[config.mk]
export PLATFORM = sky130hd
export DESIGN_NAME = spell_mem_arbiter
export DESIGN_NICKNAME = d
export VERILOG_FILES = /design/src/rtl/spell_mem_arbiter.sv
export SDC_FILE = /design/constraint.sdc
export NUM_CORES = 1
export LEC_CHECK = 0
export ABC_AREA = 1
export BUFFER_PORTS_ARGS = -buffer_cell sky130_fd_sc_hd__buf_4
export CAP_MARGIN = 20
export CELL_PAD_IN_SITES_DETAIL_PLACEMENT = 0
export CELL_PAD_IN_SITES_GLOBAL_PLACEMENT = 2
export CORE_MARGIN = 3
export CORE_UTILIZATION = 24
export CTS_BUF_LIST = sky130_fd_sc_hd__clkbuf_16
export DETAILED_ROUTE_END_ITERATION = 6
export PLACE_DENSITY_LB_ADDON = 0.3
export SYNTH_ARGS = -nofsm -noshare
export SYNTH_HDL_FRONTEND = slang
export SYNTH_SLANG_ARGS = --single-unit
[constraint.sdc]
create_clock -name clock -period 3.9 [get_ports clock]
set_clock_uncertainty 0.1 [all_clocks]
set_input_delay 0.78 -clock clock [delete_from_list [all_inputs] [get_ports clock]]
set_output_delay 0.78 -clock clock [all_outputs]
set_load 0.1 [all_outputs]
[src/rtl/spell_mem_arbiter.sv]
// Arbitrates a core request port and a Wishbone host port onto a single
// byte-wide memory port, with round-robin tie-break and an access watchdog.
module spell_mem_arbiter #(
    parameter logic [15:0] TIMEOUT_CYCLES = 16'd1024
) (
    input  logic        clock,
    input  logic        reset,
    // core request port
    input  logic        c_select,
    input  logic [7:0]  c_addr,
    input  logic [7:0]  c_data_in,
    input  logic [1:0]  c_type,
    input  logic        c_write,
    output logic [7:0]  c_data_out,
    output logic        c_data_ready,
    // host Wishbone port
    input  logic        i_wb_cyc,
    input  logic        i_wb_stb,
    input  logic        i_wb_we,
    input  logic [31:0] i_wb_addr,
    input  logic [31:0] i_wb_data,
    output logic        o_wb_ack,
    output logic [31:0] o_wb_data,
    // memory port
    output logic        m_select,
    output logic [7:0]  m_addr,
    output logic [7:0]  m_data_in,
    output logic [1:0]  m_type,
    output logic        m_write,
    input  logic [7:0]  m_data_out,
    input  logic        m_data_ready,
    output logic        err_timeout
);

    typedef enum logic [1:0] {IDLE, CORE, HOST, HOST_ACK} state_t;

    localparam logic [15:0] CNT_LAST = TIMEOUT_CYCLES - 16'd1;

    state_t      state_q, state_d;
    logic        m_select_q, m_select_d;
    logic [7:0]  m_addr_q, m_addr_d;
    logic [7:0]  m_data_in_q, m_data_in_d;
    logic [1:0]  m_type_q, m_type_d;
    logic        m_write_q, m_write_d;
    logic        o_wb_ack_q, o_wb_ack_d;
    logic [31:0] o_wb_data_q, o_wb_data_d;
    logic        err_timeout_q, err_timeout_d;
    logic [15:0] cnt_q, cnt_d;
    logic        last_host_q, last_host_d;

    logic host_req, host_in_win, grant_core, grant_host, timeout_hit, err_clear;

    assign host_req    = i_wb_cyc & i_wb_stb;
    assign host_in_win = (i_wb_addr[23:9] == 15'd0);
    // Core wins unless the host is also asking and the core went last.
    assign grant_core  = c_select & (~host_req | last_host_q);
    assign grant_host  = host_req & ~grant_core;
    assign timeout_hit = (cnt_q == CNT_LAST);
    assign err_clear   = i_wb_we & (i_wb_addr == 32'h0000_0200) & i_wb_data[0];

    always_comb begin
        state_d       = state_q;
        m_select_d    = m_select_q;
        m_addr_d      = m_addr_q;
        m_data_in_d   = m_data_in_q;
        m_type_d      = m_type_q;
        m_write_d     = m_write_q;
        o_wb_ack_d    = 1'b0;
        o_wb_data_d   = o_wb_data_q;
        err_timeout_d = err_timeout_q;
        cnt_d         = cnt_q;
        last_host_d   = last_host_q;

        case (state_q)
            IDLE: begin
                if (grant_core) begin
                    state_d     = CORE;
                    m_select_d  = 1'b1;
                    m_addr_d    = c_addr;
                    m_data_in_d = c_data_in;
                    m_type_d    = c_type;
                    m_write_d   = c_write;
                    cnt_d       = 16'd0;
                    last_host_d = 1'b0;
                end else if (grant_host) begin
                    last_host_d = 1'b1;
                    if (host_in_win) begin
                        state_d     = HOST;
                        m_select_d  = 1'b1;
                        m_addr_d    = i_wb_addr[7:0];
                        m_data_in_d = i_wb_data[7:0];
                        m_type_d    = {1'b0, ~i_wb_addr[8]};
                        m_write_d   = i_wb_we;
                        cnt_d       = 16'd0;
                    end else begin
                        // Outside the memory window: ack without a memory cycle.
                        state_d     = HOST_ACK;
                        o_wb_ack_d  = 1'b1;
                        o_wb_data_d = 32'd0;
                        if (err_clear)
                            err_timeout_d = 1'b0;
                    end
                end
            end
            CORE: begin
                if (m_data_ready) begin
                    state_d    = IDLE;
                    m_select_d = 1'b0;
                end else if (timeout_hit) begin
                    state_d       = IDLE;
                    m_select_d    = 1'b0;
                    err_timeout_d = 1'b1;
                end else begin
                    cnt_d = cnt_q + 16'd1;
                end
            end
            HOST: begin
                if (m_data_ready) begin
                    state_d     = HOST_ACK;
                    m_select_d  = 1'b0;
                    o_wb_ack_d  = 1'b1;
                    o_wb_data_d = m_write_q ? 32'd0 : {24'd0, m_data_out};
                end else if (timeout_hit) begin
                    state_d       = HOST_ACK;
                    m_select_d    = 1'b0;
                    o_wb_ack_d    = 1'b1;
                    o_wb_data_d   = 32'd0;
                    err_timeout_d = 1'b1;
                end else begin
                    cnt_d = cnt_q + 16'd1;
                end
            end
            HOST_ACK: begin
                state_d = IDLE;
            end
            default: begin
                state_d    = IDLE;
                m_select_d = 1'b0;
            end
        endcase
    end

    always_ff @(posedge clock) begin
        if (reset) begin
            state_q       <= IDLE;
            m_select_q    <= 1'b0;
            m_addr_q      <= 8'd0;
            m_data_in_q   <= 8'd0;
            m_type_q      <= 2'd0;
            m_write_q     <= 1'b0;
            o_wb_ack_q    <= 1'b0;
            o_wb_data_q   <= 32'd0;
            err_timeout_q <= 1'b0;
            cnt_q         <= 16'd0;
            last_host_q   <= 1'b1;
        end else begin
            state_q       <= state_d;
            m_select_q    <= m_select_d;
            m_addr_q      <= m_addr_d;
            m_data_in_q   <= m_data_in_d;
            m_type_q      <= m_type_d;
            m_write_q     <= m_write_d;
            o_wb_ack_q    <= o_wb_ack_d;
            o_wb_data_q   <= o_wb_data_d;
            err_timeout_q <= err_timeout_d;
            cnt_q         <= cnt_d;
            last_host_q   <= last_host_d;
        end
    end

    // Core sees the memory response only while it owns the port.
    assign c_data_ready = (state_q == CORE) & m_data_ready;
    assign c_data_out   = (state_q == CORE) ? m_data_out : 8'd0;

    assign m_select    = m_select_q;
    assign m_addr      = m_addr_q;
    assign m_data_in   = m_data_in_q;
    assign m_type      = m_type_q;
    assign m_write     = m_write_q;
    assign o_wb_ack    = o_wb_ack_q;
    assign o_wb_data   = o_wb_data_q;
    assign err_timeout = err_timeout_q;

endmodule

==> Word level (Yosys, flattened, before mapping) <==
Index checks and enable logic that the tools add are counted.
{ "classes": {"add_sub_neg": 1, "mul": 0, "div": 0, "order_cmp": 0, "eq_ne": 17, "shifts": 0, "muxes": 55, "bitwise": 10, "reduce_logical": 14} }
{ "op_table": {"columns": ["operator", "count"], "rows": [
  ["$mux W32", 5],
  ["$mux W16", 5],
  ["$mux W8", 8],
  ["$pmux W32 S2", 1],
  ["$eq A32 B10 Y1 const B", 1],
  ["$pmux W16 S2", 1],
  ["$mux W1", 22],
  ["$mux W2", 9],
  ["$add A16 B1 Y16 const B", 1],
  ["$eq A16 B10 Y1 const B", 1],
  ["$logic_not A15 Y1", 1],
  ["$ne A2 B2 Y1 const B", 6],
  ["$ne A3 B3 Y1 const B", 4],
  ["$reduce_and A5 Y1", 2],
  ["$pmux W2 S4", 1],
  ["$reduce_bool A2 Y1", 4],
  ["$reduce_and A7 Y1", 1],
  ["$and A1 B1 Y1", 6],
  ["$pmux W1 S2", 3],
  ["$reduce_and A3 Y1", 2],
  ["$eq A2 B2 Y1 const B", 2],
  ["$reduce_and A4 Y1", 1],
  ["$ne A3 B1 Y1 const B", 1],
  ["$not A1 Y1", 3],
  ["6 further kinds", 6]
]} }
{ "word_totals": {"regBits": 73, "latchBits": 0, "ram_bits": 0, "rom_bits": 0, "input_bits": 98, "output_inout_bits": 63, "wordCells": 108, "n_memories": 0} }

==> Depth between registers and ports, before layout <==
{ "logic_depth": {"ltp_word": 9, "ltp_mapped": 12} }

==> Worst setup path after synthesis <==
OpenSTA, ideal clock, no wires.
{ "synth_path": {"path_type": "register to output", "startpoint": "register state_q[1]", "endpoint": "output port c_data_out[0]", "arrival_time_ps": 1467, "required_ps": 3020, "setup_slack_ps": 1553, "path_stages_with_launch": 6, "path_cell_list": "dfxtp_1 > inv_1 > ha_1 > clkbuf_1 > nand2_1 > inv_1"} }
{ "synth_via": {"elab_chain_len": 2} }
{ "synth_lines": {"columns": ["element", "line_no", "rtl"], "rows": [
  ["start: declaration", "39", "state_t state_q, state_d;"],
  ["start signal: assignment", "157", "state_q <= state_d;"],
  ["$eq A2 B1 Y1", "173", "assign c_data_out = (state_q == CORE) ? m_data_out : 8'd0;"],
  ["$mux W8", "173", null],
  ["end: declaration", "14", "output logic [7:0] c_data_out,"]
]} }
No other way between the ends.

==> Worst setup path after layout <==
{ "layout_path": {"startpoint": "register state_q[1]", "endpoint": "register cnt_q[15]"} }
{ "layout_via": {"elab_chain_len": 4, "elab_cells_between_ends": 11, "classes_between": "6 x eq/ne; 1 x mux; 4 x reduce/logical"} }
{ "layout_lines": {"columns": ["element", "line_no", "rtl"], "rows": [
  ["$eq A2 B1 Y1 or $eq A2 B2 Y1 (tied branches)", "74", "case (state_q)"],
  ["$reduce_or A2 Y1 (no line)", null, null],
  ["$ne A2 B2 Y1 (no line) or $reduce_bool A2 Y1 (tied branches)", null, null],
  ["$reduce_and A5 Y1 (no line)", null, null],
  ["end signal: assignment", "166", "cnt_q <= cnt_d;"],
  ["end: declaration", "48", "logic [15:0] cnt_q, cnt_d;"]
]} }
Several ways; a longest one is shown, not always the timed one.
A chain may end at the register's enable or synchronous reset.

==> impl_metrics.yaml <==
yosys:
  syn_area_sq_um: 3198
  yosysWarnings: 0
  ys_seq_area_share_pct: 30.67
  yosys_register_bits: 49
  synth_cells: 522
  avgSynthCellArea_sq_um: 6.127
  yosysUniqueCellTypes: 32
placed_design:
  placed_cells: 788
  io_buffers: 112
  routabilityCongestion: 0.7760
  dp_hpwl_um: 7288
  pre_cts_ws_ps: 1077
flow_run:
  timing.max_cap.violations: 0
min_path:
  hold_path.class: "flop to flop"
  worst_hold_path.num_cells: 2
floorplan:
  start_util_pct: 24.94
  num_io_pins: 161
  dieArea_sq_um: 14750
  core_area_sq_um: 12820
  die_x_um: 121.4
  rows: 41
  die_h_um: 121.4
critical_path:
  worst-path-stages: 8
  crit_top_cell: "nand2_1"
  critPathBufInv: 2
  path_cells: "inv_1, ha_1, clkinv_1, nand2_1, nand2_2, nor2_4, nand2_1, a21oi_2"
  r2r-end: "cnt_q[15]"
  startpoint: "state_q[1]"
  cp-end-kind: "flop"
  r2r_start: "state_q[1]"
  crit_type: "flop to flop"
  ff2ff_setup_slack_ps: 1300
  start_kind: "flop"
  worstSetupEndpoint: "cnt_q[15]"
  slowest_delay_ps: 550
  reg2reg_depth: 8
  slowest_stage: "clkinv_1"
  critPathTopFamily: "simple AND/OR/NAND/NOR gates"
  worstPathRequired_ps: 4030
  cp_max_fo: 18
  worst_ep_arrival_time_ps: 2730
timing:
  worst_slew_pin_slew_ps: 943.2
  fin_crit_sh_pct: 66.63
  rsz0062_at_grt: "false"
  timing.slew.headroom_pct: 37.05
  final_hold_viol_count: 0
  period_minus_slack_ps: 2598
  fin_ws_ps: 1302
  whs_ps: 369.4
  max_freq_mhz: 384.8
  setup_violations: 0
  drv_slew: 0
  fin_tns_setup_ps: 0
final_layout:
  diodes: 0
  finalNetCount: 727
  areaGrowthSynthToFinish_pct: 33.26
  fin_cells: 796
  drive_gt1_share_pct: 24.20
clock_tree:
  clk_pin_slew_ps: 70
  root_buffer: "clkbuf_16"
  clockBufferDepth: 2
  worstSkewPairLatency_ps: 300
  cts_tree: "done"
  ctsHtreeMaxLevel: 2
  postCtsSetupRepairBufs: 0
  cts_resized: 0
  cts_buffers: 5
  clock_sinks: 49
  ctsHoldBuffers: 0
routing:
  via_count: 3297
  drt-total-wl_um: 9660
  routedWlPerCell_um: 12.14
  firstDrtPassIters: 4
  drc: 0
  drtIter0Drc: 125
  antenna_left: 0
  vias_per_cell: 4.142
pwr:
  leakagePower_nw: 2.068
  p_seq_share_pct: 22.0
  irDropWorstVdd_uv: 394.4
  intPower_mw: 1.323
  p_comb_share_pct: 58.7
  p_clk_share_pct: 19.3
  power.switching_mw: 1.633
  switching_share_pct: 55.25
  p_per_area_nw_per_um2: 693.6
status:
  outcome: "completed"
global_routing:
  overflow: 0
  grt_usage_pct: 13.15
  grt_pass1_vias: 3106
  grt_max_degree: 33
  grt_pass1_wl_um: 15660
  antenna_found_initial: 0
-- final cells by class --
class | count | area, sq um
clock buffer | 5 | 125.1
tap | 172 | 215.2
clock inverter | 3 | 65.06
sequential | 49 | 980.9
multi-input combinational | 414 | 1877
timing repair buffer | 113 | 848.3
inverter | 40 | 150.1
fill | 1444 | 8563
-- power by group through the flow --
stage	combinational, mW	sequential [mW]	clock [mW]
6_report	1.73	0.650	0.572
2_1_floorplan	0.894	1.17	0
5_1_grt	1.87	0.666	0.606
4_1_cts	1.75	0.651	0.591
3_5_place_dp	1.75	0.660	0
3_3_place_gp	1.74	0.658	0
-- placed cells by master (no fill, tap or decap), types with 5 or more instances in the layout --
cell type,count
nand2_1,153
nor2_1,122
buf_4,113
dfxtp_1,49
inv_1,34
o21ai_0,32
conb_1,24
nand3_1,21
a21oi_1,15
a21oi_2,9
nand2_2,6
ha_1,6
inv_2,5
xnor2_1,5
clkbuf_16,5
-- worst min-delay path by stage --
stage | startpoint | endpoint | slack [ps]
6_report | m_type[1] | m_type[1] | 370
5_1_grt | m_type[1] | m_type[1] | 400
4_1_cts | m_type[1] | m_type[1] | 370
3_5_place_dp | m_type[1] | m_type[1] | 360
3_3_place_gp | m_type[1] | m_type[1] | 360
2_1_floorplan | cnt_q[15] | cnt_q[15] | 370
-- routing by layer --
| layer | vias up | GRT usage (%) | share of wire (%) | routed length (um) |
|---|---|---|---|---|
| li1 | 1762 | - | - | - |
| met5 | - | 0 | 0 | 0 |
| met3 | 10 | 2.517 | 5.4 | 525 |
| met1 | 1433 | 17.70 | 48 | 4608 |
| met2 | 92 | 21.59 | 46 | 4396 |
| met4 | 0 | 3.361 | 1.3 | 129 |
-- cell families after synthesis --
logic type	share of synthesized area [%]
flip-flops	30.67
XOR/XNOR	2.191
adder cells (fa/ha/maj)	2.347
AND/OR/NAND/NOR	41.35
other	0.1173
buffers and inverters	13.34
AO/OA/AOI/OAI	9.976
-- flip-flops by register name (all words and copies together), names as in the netlist --
signal	count
cnt_q	16
m_addr	8
m_data_in	8
o_wb_data	8
m_type	2
state_q	2
err_timeout	1
last_host_q	1
m_select	1
m_write	1
o_wb_ack	1
-- Yosys cell counts --
master / instances / area (sq um)
clkinv_1: 1 / 3.750
conb_1: 1 / 3.750
nor2_2: 1 / 6.260
inv_1: 34 / 127.6
buf_1: 1 / 3.750
o21ai_0: 32 / 160.2
and2_1: 2 / 12.51
clkbuf_1: 8 / 30.03
xnor2_1: 5 / 43.79
nor2_1: 122 / 457.9
nand2_1: 153 / 574.3
buf_6: 2 / 22.52
nand3_1: 21 / 105.1
o21ai_1: 1 / 5.000
xor2_1: 3 / 26.28
nor2_4: 4 / 45.04
nand3_2: 3 / 30.03
and3_1: 1 / 6.260
nor3b_2: 1 / 12.51
and2_0: 1 / 6.260
a21oi_1: 15 / 75.07
dfxtp_1: 49 / 980.9
inv_2: 5 / 18.77
buf_2: 5 / 25.02
buf_4: 26 / 195.2
nand4_1: 1 / 6.260
nand3b_1: 1 / 7.510
nand2_2: 6 / 37.54
a21oi_2: 9 / 78.83
ha_1: 6 / 75.07
nor3_1: 1 / 5.000
nor3_2: 1 / 10.01
-- tightest hold or removal path, stage by stage (launching register included) --
cell     delay (ps)
dfxtp_1         310
nand2_1          60
a21oi_1          50
-- stage by stage --
| stage | total power, mW | utilization (%) | cell area, sq um |
|---|---|---|---|
| 3_3_place_gp | 2.401 | 31.75 | 4071 |
| 3_5_place_dp | 2.412 | 31.75 | 4071 |
| 2_1_floorplan | 2.068 | - | 3284 |
| 6_report | 2.956 | 33.23 | 4262 |
| 5_1_grt | 3.139 | 33.23 | 4262 |
| 4_1_cts | 2.996 | 33.23 | 4262 |
(Power assumes the default switching activity.)
